$ cat src/rtl/nx_instr_arbiter_if.sv
// Bundle between the instruction-RAM arbiter and its three clients: core fetch,
// message-network loader and the single-port RAM itself.
interface nx_instr_arbiter_if #(
  parameter int RAM_ADDR_W = 10,
  parameter int RAM_DATA_W = 32
);
  // Handshakes: a core fetch is taken when i_core_rd_en & !o_core_stall, and
  // the stalled core must hold address and request until then. A loader word
  // is taken when i_load_valid & o_load_ready, and must be held until then.
  logic [RAM_ADDR_W-1:0] i_core_addr;
  logic                  i_core_rd_en;
  logic [RAM_DATA_W-1:0] o_core_rd_data;
  logic                  o_core_stall;
  logic [RAM_DATA_W-1:0] i_load_data;
  logic                  i_load_valid;
  logic                  o_load_ready;
  logic                  i_load_clear;
  logic [RAM_ADDR_W:0]   o_populated;
  logic [RAM_ADDR_W-1:0] o_ram_addr;
  logic                  o_ram_rd_en;
  logic                  o_ram_wr_en;
  logic [RAM_DATA_W-1:0] o_ram_wr_data;
  logic [RAM_DATA_W-1:0] i_ram_rd_data;

  modport slave (
    input  i_core_addr, i_core_rd_en, i_load_data, i_load_valid, i_load_clear,
    input  i_ram_rd_data,
    output o_core_rd_data, o_core_stall, o_load_ready, o_populated,
    output o_ram_addr, o_ram_rd_en, o_ram_wr_en, o_ram_wr_data
  );

  modport master (
    output i_core_addr, i_core_rd_en, i_load_data, i_load_valid, i_load_clear,
    output i_ram_rd_data,
    input  o_core_rd_data, o_core_stall, o_load_ready, o_populated,
    input  o_ram_addr, o_ram_rd_en, o_ram_wr_en, o_ram_wr_data
  );
endinterface

$ cat src/rtl/nx_instr_arbiter.sv
// Arbitrates the single-port instruction RAM between core fetch (default winner)
// and the append-only loader, with a starvation guarantee for the loader.
module nx_instr_arbiter #(
  parameter int RAM_ADDR_W   = 10,
  parameter int RAM_DATA_W   = 32,
  parameter int STARVE_LIMIT = 4
) (
  input logic               i_clk,
  input logic               i_rst,
  nx_instr_arbiter_if.slave bus
);
  localparam int                  CNT_W    = $clog2(STARVE_LIMIT + 1);
  localparam logic [CNT_W-1:0]    LP_LIMIT = CNT_W'(STARVE_LIMIT);
  localparam logic [RAM_ADDR_W:0] LP_DEPTH = {1'b1, {RAM_ADDR_W{1'b0}}};

  logic [RAM_ADDR_W:0]   r_ptr;
  logic [CNT_W-1:0]      r_starve;
  logic                  r_rd_pend;
  logic [RAM_DATA_W-1:0] r_core_rd_data;

  logic w_full;
  logic w_can_load;
  logic w_force;
  logic w_core_gnt;
  logic w_load_gnt;

  // The pointer is one bit wider than the address so "full" is distinguishable
  // from "empty"; there is no wrap, the loader is simply back-pressured.
  assign w_full     = (r_ptr == LP_DEPTH);
  assign w_can_load = bus.i_load_valid & ~w_full & ~bus.i_load_clear;
  assign w_force    = w_can_load & (r_starve >= LP_LIMIT);
  assign w_core_gnt = bus.i_core_rd_en & ~w_force;
  assign w_load_gnt = w_can_load & ~w_core_gnt;

  always_comb begin
    bus.o_core_stall  = bus.i_core_rd_en & ~w_core_gnt;
    bus.o_load_ready  = w_load_gnt;
    bus.o_ram_addr    = '0;
    bus.o_ram_rd_en   = 1'b0;
    bus.o_ram_wr_en   = 1'b0;
    bus.o_ram_wr_data = '0;
    if (w_core_gnt) begin
      bus.o_ram_addr  = bus.i_core_addr;
      bus.o_ram_rd_en = 1'b1;
    end else if (w_load_gnt) begin
      bus.o_ram_addr    = r_ptr[RAM_ADDR_W-1:0];
      bus.o_ram_wr_en   = 1'b1;
      bus.o_ram_wr_data = bus.i_load_data;
    end
  end

  assign bus.o_populated    = r_ptr;
  assign bus.o_core_rd_data = r_core_rd_data;

  always_ff @(posedge i_clk or posedge i_rst) begin
    if (i_rst) begin
      r_ptr          <= '0;
      r_starve       <= '0;
      r_rd_pend      <= 1'b0;
      r_core_rd_data <= '0;
    end else begin
      r_rd_pend <= w_core_gnt;
      if (r_rd_pend) r_core_rd_data <= bus.i_ram_rd_data;

      if (bus.i_load_clear)  r_ptr <= '0;
      else if (w_load_gnt)   r_ptr <= r_ptr + 1'b1;

      // Counts only cycles where the loader could have written but lost.
      if (w_can_load && !w_load_gnt) begin
        if (r_starve < LP_LIMIT) r_starve <= r_starve + 1'b1;
      end else begin
        r_starve <= '0;
      end
    end
  end
endmodule

$ cat src/flat_wrapper.sv
// flat-port wrapper written by rule: the top's interface ports become plain ports
module nx_instr_arbiter_flat 
#(
  parameter int RAM_ADDR_W   = 10,
  parameter int RAM_DATA_W   = 32,
  parameter int STARVE_LIMIT = 4
)
  (i_clk, i_rst, bus_i_core_addr, bus_i_core_rd_en, bus_i_load_data, bus_i_load_valid, bus_i_load_clear, bus_i_ram_rd_data, bus_o_core_rd_data, bus_o_core_stall, bus_o_load_ready, bus_o_populated, bus_o_ram_addr, bus_o_ram_rd_en, bus_o_ram_wr_en, bus_o_ram_wr_data);
  nx_instr_arbiter_if #(.RAM_ADDR_W(RAM_ADDR_W), .RAM_DATA_W(RAM_DATA_W)) bus_i ();
  input logic i_clk;
  input logic i_rst;
  input wire logic [$bits(bus_i.i_core_addr)-1:0] bus_i_core_addr;
  input wire logic [$bits(bus_i.i_core_rd_en)-1:0] bus_i_core_rd_en;
  input wire logic [$bits(bus_i.i_load_data)-1:0] bus_i_load_data;
  input wire logic [$bits(bus_i.i_load_valid)-1:0] bus_i_load_valid;
  input wire logic [$bits(bus_i.i_load_clear)-1:0] bus_i_load_clear;
  input wire logic [$bits(bus_i.i_ram_rd_data)-1:0] bus_i_ram_rd_data;
  output wire logic [$bits(bus_i.o_core_rd_data)-1:0] bus_o_core_rd_data;
  output wire logic [$bits(bus_i.o_core_stall)-1:0] bus_o_core_stall;
  output wire logic [$bits(bus_i.o_load_ready)-1:0] bus_o_load_ready;
  output wire logic [$bits(bus_i.o_populated)-1:0] bus_o_populated;
  output wire logic [$bits(bus_i.o_ram_addr)-1:0] bus_o_ram_addr;
  output wire logic [$bits(bus_i.o_ram_rd_en)-1:0] bus_o_ram_rd_en;
  output wire logic [$bits(bus_i.o_ram_wr_en)-1:0] bus_o_ram_wr_en;
  output wire logic [$bits(bus_i.o_ram_wr_data)-1:0] bus_o_ram_wr_data;
  assign bus_i.i_core_addr = bus_i_core_addr;
  assign bus_i.i_core_rd_en = bus_i_core_rd_en;
  assign bus_i.i_load_data = bus_i_load_data;
  assign bus_i.i_load_valid = bus_i_load_valid;
  assign bus_i.i_load_clear = bus_i_load_clear;
  assign bus_i.i_ram_rd_data = bus_i_ram_rd_data;
  assign bus_o_core_rd_data = bus_i.o_core_rd_data;
  assign bus_o_core_stall = bus_i.o_core_stall;
  assign bus_o_load_ready = bus_i.o_load_ready;
  assign bus_o_populated = bus_i.o_populated;
  assign bus_o_ram_addr = bus_i.o_ram_addr;
  assign bus_o_ram_rd_en = bus_i.o_ram_rd_en;
  assign bus_o_ram_wr_en = bus_i.o_ram_wr_en;
  assign bus_o_ram_wr_data = bus_i.o_ram_wr_data;
  nx_instr_arbiter #(.RAM_ADDR_W(RAM_ADDR_W), .RAM_DATA_W(RAM_DATA_W), .STARVE_LIMIT(STARVE_LIMIT)) u_core (.i_clk(i_clk), .i_rst(i_rst), .bus(bus_i));
endmodule
$ cat config.mk
export PLATFORM = sky130hd
export DESIGN_NAME = nx_instr_arbiter_flat
export DESIGN_NICKNAME = d
export VERILOG_FILES = /design/src/rtl/nx_instr_arbiter_if.sv /design/src/rtl/nx_instr_arbiter.sv /design/src/flat_wrapper.sv
export SDC_FILE = /design/constraint.sdc
export NUM_CORES = 1
export LEC_CHECK = 0
export ABC_AREA = 1
export BUFFER_PORTS_ARGS = -buffer_cell sky130_fd_sc_hd__buf_2
export CORE_UTILIZATION = 42
export CTS_CLUSTER_DIAMETER = 40
export DETAILED_ROUTE_END_ITERATION = 12
export PLACE_DENSITY = 0.8
export SETUP_SLACK_MARGIN = 0.2
export SYNTH_ARGS = -nofsm -noshare
export SYNTH_HDL_FRONTEND = slang
export SYNTH_SLANG_ARGS = --single-unit
$ cat constraint.sdc
create_clock -name i_clk -period 2.2 [get_ports i_clk]
set_clock_uncertainty 0.05 [all_clocks]
set_input_delay 0.44 -clock i_clk [delete_from_list [all_inputs] [get_ports i_clk]]
set_output_delay 0.44 -clock i_clk [all_outputs]
set_load 0.02 [all_outputs]
; ---- After elaboration in Yosys (flattened, before gate mapping)
; Cells that the tools add are included.
[word_totals]
ff_bits = 47
inputBits = 79
out_inout_bits = 89
word_cells = 34
[classes]
n_addsub = 2
order_cmp = 2
n_eq_ne = 2
muxes = 11
bitwise_logic = 10
reduce_logical = 3
[ops]
columns = op, n
row1 = $mux W32, 2
row2 = $mux W11, 2
row3 = $mux W10, 2
row4 = $add A11 B1 Y11 const B, 1
row5 = $eq A11 B11 Y1 const B, 1
row6 = $and A1 B1 Y1, 6
row7 = $mux W3, 2
row8 = $not A1 Y1, 4
row9 = $add A3 B1 Y3 const B, 1
row10 = $ge A3 B3 Y1 const B, 1
row11 = $lt A3 B3 Y1 const B, 1
row12 = $mux W1, 3
row13 = $ne A2 B2 Y1 const B, 1
row14 = $reduce_bool A2 Y1, 1
row15 = $logic_and A1 B1 Y1, 1
row16 = $logic_not A1 Y1, 1

; ---- Depth between registers and ports, before layout
; Gate-level depths: netlist (run 1).
[depth]
ltp_word = 12
depth_mapped = 11
ltp_nobuf = 10

; ---- Worst setup path after synthesis (run 1)
; Ideal clock, no wire load.
[synth_timing]
kind = reg-to-output
startpoint = register u_core.r_ptr[0], in the netlist u_core.bus.o_populated[0]
endpoint = output port bus_o_core_stall
arrival_ns = 1.661
required_ns = 1.710
setup_slack_ns = 0.049
path_stages_with_launch = 11
path_buffers = 1
path_cell_list = dfrtp_1 inv_1 ha_1 nand2_1 inv_1 nand3_1 nor2_1 nor2_2 nand2_1 buf_4 nor2_1
[synth_via]
elab_chain_len = 9
[synth_lines]
columns = element, line_no
row1 = "start, declared", nx_instr_arbiter.sv:16  ; logic [RAM_ADDR_W:0] r_ptr;
row2 = "start signal, assigned", nx_instr_arbiter.sv:66  ; else if (w_load_gnt) r_ptr <= r_ptr + 1'b1;
row3 = $eq A11 B11 Y1, nx_instr_arbiter.sv:29  ; assign w_full = (r_ptr == LP_DEPTH);
row4 = $not A1 Y1, nx_instr_arbiter.sv:30  ; assign w_can_load = bus.i_load_valid & ~w_full & ~bus.i_load_clear;
row5 = $and A1 B1 Y1 (2 in a row), nx_instr_arbiter.sv:30
row6 = $and A1 B1 Y1, nx_instr_arbiter.sv:31  ; assign w_force = w_can_load & (r_starve >= LP_LIMIT);
row7 = $not A1 Y1, nx_instr_arbiter.sv:32  ; assign w_core_gnt = bus.i_core_rd_en & ~w_force;
row8 = $and A1 B1 Y1, nx_instr_arbiter.sv:32
row9 = $not A1 Y1, nx_instr_arbiter.sv:36  ; bus.o_core_stall = bus.i_core_rd_en & ~w_core_gnt;
row10 = $and A1 B1 Y1, nx_instr_arbiter.sv:36
row11 = "end, declared", flat_wrapper.sv:19  ; output wire logic [$bits(bus_i.o_core_stall)-1:0] bus_o_core_stall;
; No other way between the ends.

; ---- Worst setup path in the final report (run 1)
[layout_timing]
startpoint = register u_core.r_ptr[1], in the netlist u_core.bus.o_populated[1]
endpoint = output port bus_o_ram_wr_data[23]
[layout_via]
elab_chain_len = 11
[layout_lines]
columns = element, line_no
row1 = $eq A11 B11 Y1 (*), nx_instr_arbiter.sv:29
row2 = $not A1 Y1 (*), nx_instr_arbiter.sv:30
row3 = $and A1 B1 Y1 (*) (2 in a row), nx_instr_arbiter.sv:30
row4 = $and A1 B1 Y1, nx_instr_arbiter.sv:31
row5 = $not A1 Y1, nx_instr_arbiter.sv:32
row6 = $and A1 B1 Y1, nx_instr_arbiter.sv:32
row7 = $not A1 Y1, nx_instr_arbiter.sv:33  ; assign w_load_gnt = w_can_load & ~w_core_gnt;
row8 = $and A1 B1 Y1, nx_instr_arbiter.sv:33
row9 = $mux W32, nx_instr_arbiter.sv:45  ; end else if (w_load_gnt) begin
row10 = $mux W32 (*), nx_instr_arbiter.sv:42  ; if (w_core_gnt) begin
row11 = "end, declared", flat_wrapper.sv:25  ; output wire logic [$bits(bus_i.o_ram_wr_data)-1:0] bus_o_ram_wr_data;
; Every way passes the cells marked *; elsewhere a longest branch is shown, timed or not.

==> results.ini, run 1 <==
[outcome]
outcome=finished, violations left
violations=setup timing

[routing]
num_vias=2940
routed_via_density=5.10
firstDrtPassIters=5
drtIter0Drc=291
drt-total-wl_mm=9.53
wl_per_cell_um=16.5
ant_nets=0
drc_errors=0

[timing]
setup_tns_ns=-2.72
tightest_slew_ns=0.715
period_minus_slack_ns=2.34
min_period_over_period_pct=106
slew_headroom_pct=52.1
setup_ws_ns=-0.138
max_freq_ghz=0.428
report.final.slew_viol_count=0
hold_viol=0
rsz0062_at_grt=true
final-setup-viol-count=43
fin_hold_ws_ns=0.114

[clocking]
insertion_delay_ns=0.30
numCtsBuffers=5
cts_tree=yes
postCtsHoldBufs=0
cts_htree_levels=2
cts_buffer_depth=2
root_buffer=clkbuf_8
clk_pin_slew_ns=0.09
cts_sinks=47

[placed_design]
dp.final_hpwl_mm=5.61
place_congestion=0.882
portBuffers=167

[logic_synthesis]
synth_top_area_share_pct=45.8
yosys_warnings=0
synth-seq-cells=47
avgSynthCellArea_um2=8.23
yosys.area_share.adder_pct=1.46
synth_ff_type=dfrtp_1
netlist_area_um2=2570
async_flop_share_pct=100
syn-instance-count=312
synthXorXnorAreaFrac_pct=0.682
synth_fp_nets=394
yosys.area.top_type=dfrtp_1
synthMuxAreaShare_pct=14.0
synth_top_family_by_area=simple AND/OR/NAND/NOR gates
synth_edf_count=0
ys_top_cells_by_area=dfrtp_1, mux2_2, nand2_1
ys_seq_area_share_pct=45.8
netlist-cell-type-count=23
synth-simple-area-share_pct=25.4
synth_compound_area_share_pct=1.07

[pwr]
powerDensity_nw_per_um2=476
power_leakage_nw=2.37
irDropWorstVdd_v=0.000316

[global_route]
grt_max_degree=34
gr-total-overflow=0
track_usage_pct=25.7
grt_pass1_wl_mm=12.5
antenna_found_initial=1
grt_pass1_vias=2714

[layout]
areaGrowthSynthToFinish_pct=69.9
fill_cells=402
drive_gt1_share_pct=61.3
final_cell_mix=buf_2, nand2_1, inv_1, dfrtp_1, buf_6
layout_commonest_cell=buf_2
nets=582
fin_util_pct=73.7

[floorplanning]
floorplan.initialDensity_pct=43.4
rows=28
coreArea_um2=5920
die_y_um=80.2
die_area_um2=6430
ios=168
die_w_um=80.2

[worst_setup_path]
crit_type=reg -> out
arrival_ns=1.85
end_kind=primary output
cp.required_ns=1.71
critPathLaunchType=flip-flop
crit_fanout=8

[min_path]
min_path_type=in -> async

[job]
max_cap_viol_count=0

==> cell families (layout without fill, tap and decap cells) <==
kind of cell    Yosys count  in the layout
fa+ha+maj                 3              3
buf+inv                  68            256
compound gates            5              5
other cells               0              1
simple gates            155            156
mux                      32             32
xor+xnor                  2              2
flops                    47             47
==> synth_stat cells (3+ instances only) <==
cell type and number:
mux2_2 30, nand4_1 3, nand3_1 30, dfrtp_1 47, o21ai_0 3, nand2_1 63, buf_6 3, inv_1 50
ha_1 3, nor2_1 53, buf_2 9
==> layer usage <==
metal  vias up  GRT usage [%]  wire length (µm)
li1       1335              -                 -
met1      1401           28.1              3310
met2       171           48.1              5210
met3        33           3.41               664
met4         0           12.5               351
met5         -              0                 0
==> stage by stage <==
stage / setup WS (ns) / area, µm² / power [mW] / instances
6_report: -0.138 / 4360 / 2.08 / 577
5_1_grt: -0.182 / 4360 / 2.17 / 577
4_1_cts: -0.0190 / 3970 / 2.02 / 564
3_5_place_dp: -0.0120 / 3510 / 1.44 / 553
3_3_place_gp: 0.0893 / 3510 / 1.42 / 553
2_1_floorplan: 0.211 / 2570 / 1.24 / 312
==> final timing paths <==
| path | startpoint | end | slack (ns) | cells past startpoint |
|---|---|---|---|---|
| worst min-delay path | i_rst | u_core.bus.o_core_rd_data[2] | 0.11 | 2 |
| worst max-delay path | u_core.bus.o_populated[1] | bus_o_ram_wr_data[23] | -0.14 | 9 |
| max in group asynchronous | i_rst | u_core.bus.o_core_rd_data[21] | 1.39 | 3 |
| worst min register to register | u_core.r_starve[0] | u_core.r_starve[0] | 0.39 | 1 |
| min in group i_clk | bus_i_ram_rd_data[24] | u_core.bus.o_core_rd_data[24] | 0.30 | 2 |
| worst max register to register | u_core.bus.o_populated[0] | u_core.bus.o_populated[10] | 0.11 | 12 |
==> worst max-delay path, stage by stage (launching register included) <==
cell,delay (ns)
dfrtp_2,0.38
inv_2,0.05
ha_4,0.15
nand2_4,0.08
nor2_4,0.03
nand2_2,0.10
nand3_4,0.22
clkbuf_16,0.25
nor2_1,0.11
buf_4,0.16
==> report_power, final <==
part	switching (mW)	total [mW]	leakage, nW	internal, mW
Clock	0.306	0.536	0.0489	0.230
Sequential	0.0326	0.960	0.573	0.927
Combinational	0.328	0.582	1.75	0.253
==> state kept, by name, indices dropped and copies added, names as in the netlist <==
signal and flops:
u_core.bus.o_core_rd_data 32, u_core.r_starve 3, u_core.bus.o_populated 11, u_core.r_rd_pend 1
==> timing repair <==
| item | 4_1_cts | 5_1_grt |
|---|---|---|
| resized for setup | 103 | 76 |
| setup endpoints to repair | 46 | 54 |
| gates cloned | 1 | 4 |
| pin swaps | 5 | 12 |
| buffers inserted | 2 | 8 |
==> cell type report <==
class                      instances  area, µm²  share of cell area [%]
multi-input combinational        198       1420                    32.5
timing repair buffer             196       1380                    31.5
sequential                        47       1180                    27.1
inverter                          52        203                    4.65
tap                               75       93.8                    2.15
clock buffer                       5       68.8                    1.58
clock inverter                     3       22.5                   0.516
antenna                            1       2.50                  0.0574
Power figures use the tool's default switching activity.
==> inputs of run 2 (changes only) <==
- CORE_UTILIZATION: 42 -> 44
- CTS_BUF_LIST: default -> sky130_fd_sc_hd__clkbuf_4 sky130_fd_sc_hd__clkbuf_8
- PLACE_DENSITY: 0.8 -> 0.83
==> results.ini, run 2 (synthesized netlist as in run 1, its figures left out) <==
[outcome]
outcome=finished, violations left  ; unchanged
violations=setup timing  ; unchanged

[worst_setup_path]
crit_fanout=11  ; was 8
r2r_cells=11  ; was 12
crit_type=reg -> out  ; unchanged
regToRegEndpoint=u_core.bus.o_populated[2]  ; was u_core.bus.o_populated[10]
end_kind=primary output  ; unchanged
cp.required_ns=1.71  ; about the same
critPathLaunchType=flip-flop  ; unchanged
regToRegSetupSlack_ns=0.34  ; was 0.11 ns
reg2reg_from=u_core.bus.o_populated[1]  ; was u_core.bus.o_populated[0]
arrival_ns=1.82  ; was 1.85 ns

[global_route]
antenna_found_initial=0  ; was 1
track_usage_pct=29.3  ; was 25.7%
grt_pass1_vias=2889  ; was 2714
grt_max_degree=33  ; was 34
grt_pass1_wl_mm=13.7  ; was 12.5 mm
gr-total-overflow=0  ; unchanged

[layout]
layout_commonest_cell=buf_2  ; unchanged
nets=575  ; was 582
fill_cells=360  ; was 402
areaGrowthSynthToFinish_pct=60.1  ; was 69.9%
final_cell_mix=buf_2, nand2_1, inv_1, dfrtp_1, nor2_1  ; was buf_2, nand2_1, inv_1, dfrtp_1, buf_6
regArea_um2=1180  ; about the same
drive_gt1_share_pct=57.1  ; was 61.3%
largest_register_ff_count=32  ; unchanged
multi_input_area_um2=1300  ; was 1420 µm²
antenna_cells=0  ; was 1

[min_path]
min_path_type=in -> async  ; unchanged

[routing]
wl_per_cell_um=16.0  ; was 16.5 µm
drc_errors=0  ; unchanged
num_vias=2875  ; was 2940
drt-total-wl_mm=9.05  ; was 9.53 mm
ant_nets=0  ; unchanged
routed_via_density=5.08  ; was 5.10
drtIter0Drc=154  ; was 291
firstDrtPassIters=5  ; unchanged

[clocking]
root_buffer=clkbuf_8  ; unchanged
clk_pin_slew_ns=0.10  ; was 0.09 ns
insertion_delay_ns=0.31  ; was 0.30 ns
cts_buffer_depth=2  ; unchanged
cts_htree_levels=2  ; unchanged
postCtsHoldBufs=0  ; unchanged
numCtsBuffers=5  ; unchanged
cts_sinks=47  ; unchanged
cts_tree=yes  ; unchanged

[floorplanning]
ios=168  ; unchanged
floorplan.initialDensity_pct=46.1  ; was 43.4%
rows=27  ; was 28
die_w_um=78.4  ; was 80.2 µm
coreArea_um2=5570  ; was 5920 µm²
die_y_um=78.4  ; was 80.2 µm
die_area_um2=6140  ; was 6430 µm²

[timing]
period_minus_slack_ns=2.31  ; was 2.34 ns
slew_headroom_pct=57.5  ; was 52.1%
fin_hold_ws_ns=0.150  ; was 0.114 ns
min_period_over_period_pct=105  ; was 106%
hold_viol=0  ; unchanged
tightest_slew_ns=0.636  ; was 0.715 ns
report.final.slew_viol_count=0  ; unchanged
setup_ws_ns=-0.107  ; was -0.138 ns
max_freq_ghz=0.434  ; was 0.428 GHz
rsz0062_at_grt=true  ; unchanged
setup_tns_ns=-2.63  ; was -2.72 ns
final-setup-viol-count=43  ; unchanged

[pwr]
irDropWorstVdd_v=0.000336  ; was 0.000316 V
power_leakage_nw=2.34  ; was 2.37 nW
powerDensity_nw_per_um2=505  ; was 476 nW/µm²

[placed_design]
pre_cts_ws_ns=-0.0223  ; was -0.0120 ns
dp.final_hpwl_mm=5.53  ; was 5.61 mm
place_congestion=0.878  ; was 0.882
portBuffers=167  ; unchanged

[job]
max_cap_viol_count=0  ; unchanged

run 2: critical path, stage by stage (launching register included):
cell and delay [ns]:
dfrtp_2 0.39, inv_2 0.05, ha_4 0.16, nand2_4 0.07, nor2_2 0.04, nand2_2 0.07, nand3_4 0.19, clkbuf_16 0.24
nor2_1 0.10, buf_2 0.18
run 2: metal layers:
| layer | track usage (%) | share of wire (%) |
|---|---|---|
| met4 | 14.4 | 3.6 |
| met5 | 0 | 0 |
| met3 | 5.70 | 7.0 |
| met2 | 54.8 | 52 |
| met1 | 31.1 | 37 |
run 2: worst max path at each step:
stage,start,end,slack (ns),depth (start not counted)
after floorplan,u_core.bus.o_populated[0],bus_o_ram_wr_data[10],0.21,8
after global placement,u_core.bus.o_populated[1],bus_o_ram_addr[2],0.05,11
after detailed placement,u_core.bus.o_populated[1],bus_o_ram_addr[7],-0.02,11
after CTS,u_core.bus.o_populated[1],bus_o_ram_addr[7],-0.04,11
after global routing,u_core.bus.o_populated[1],bus_o_ram_wr_data[8],-0.17,9
final,u_core.bus.o_populated[1],bus_o_ram_wr_data[10],-0.11,9
run 2: repair_timing:
item / in CTS / in global routing
gates resized for setup: 87 / 24
hold endpoints to repair: 0 / 0
pin swaps: 12 / 3
setup buffers: 3 / 0
setup endpoints to repair: 46 / 46
gates cloned: 3 / 2
run 2: power by group:
group          switching, mW  internal, mW
clock network          0.331         0.236
logic                  0.310         0.241
registers             0.0312         0.927
total                  0.672          1.40
run 2: area by class of cell:
| cell class | instances | area share, % |
|---|---|---|
| tap | 72 | 2.19 |
| multi-input combinational | 198 | 31.7 |
| inverter | 52 | 4.87 |
| clock inverter | 3 | 0.670 |
| clock buffer | 5 | 1.67 |
| sequential | 47 | 28.7 |
| timing repair buffer | 189 | 30.2 |
run 2: per-stage QoR:
step                      total power, mW  std cells  cell area, µm²  util, %
after floorplan                      1.24        312            2570        -
after global placement               1.42        550            3520     63.2
after detailed placement             1.44        550            3520     63.2
after CTS                            2.06        564            3990     71.6
after global routing                 2.15        566            4110     73.7
final                                2.08        566            4110     73.7
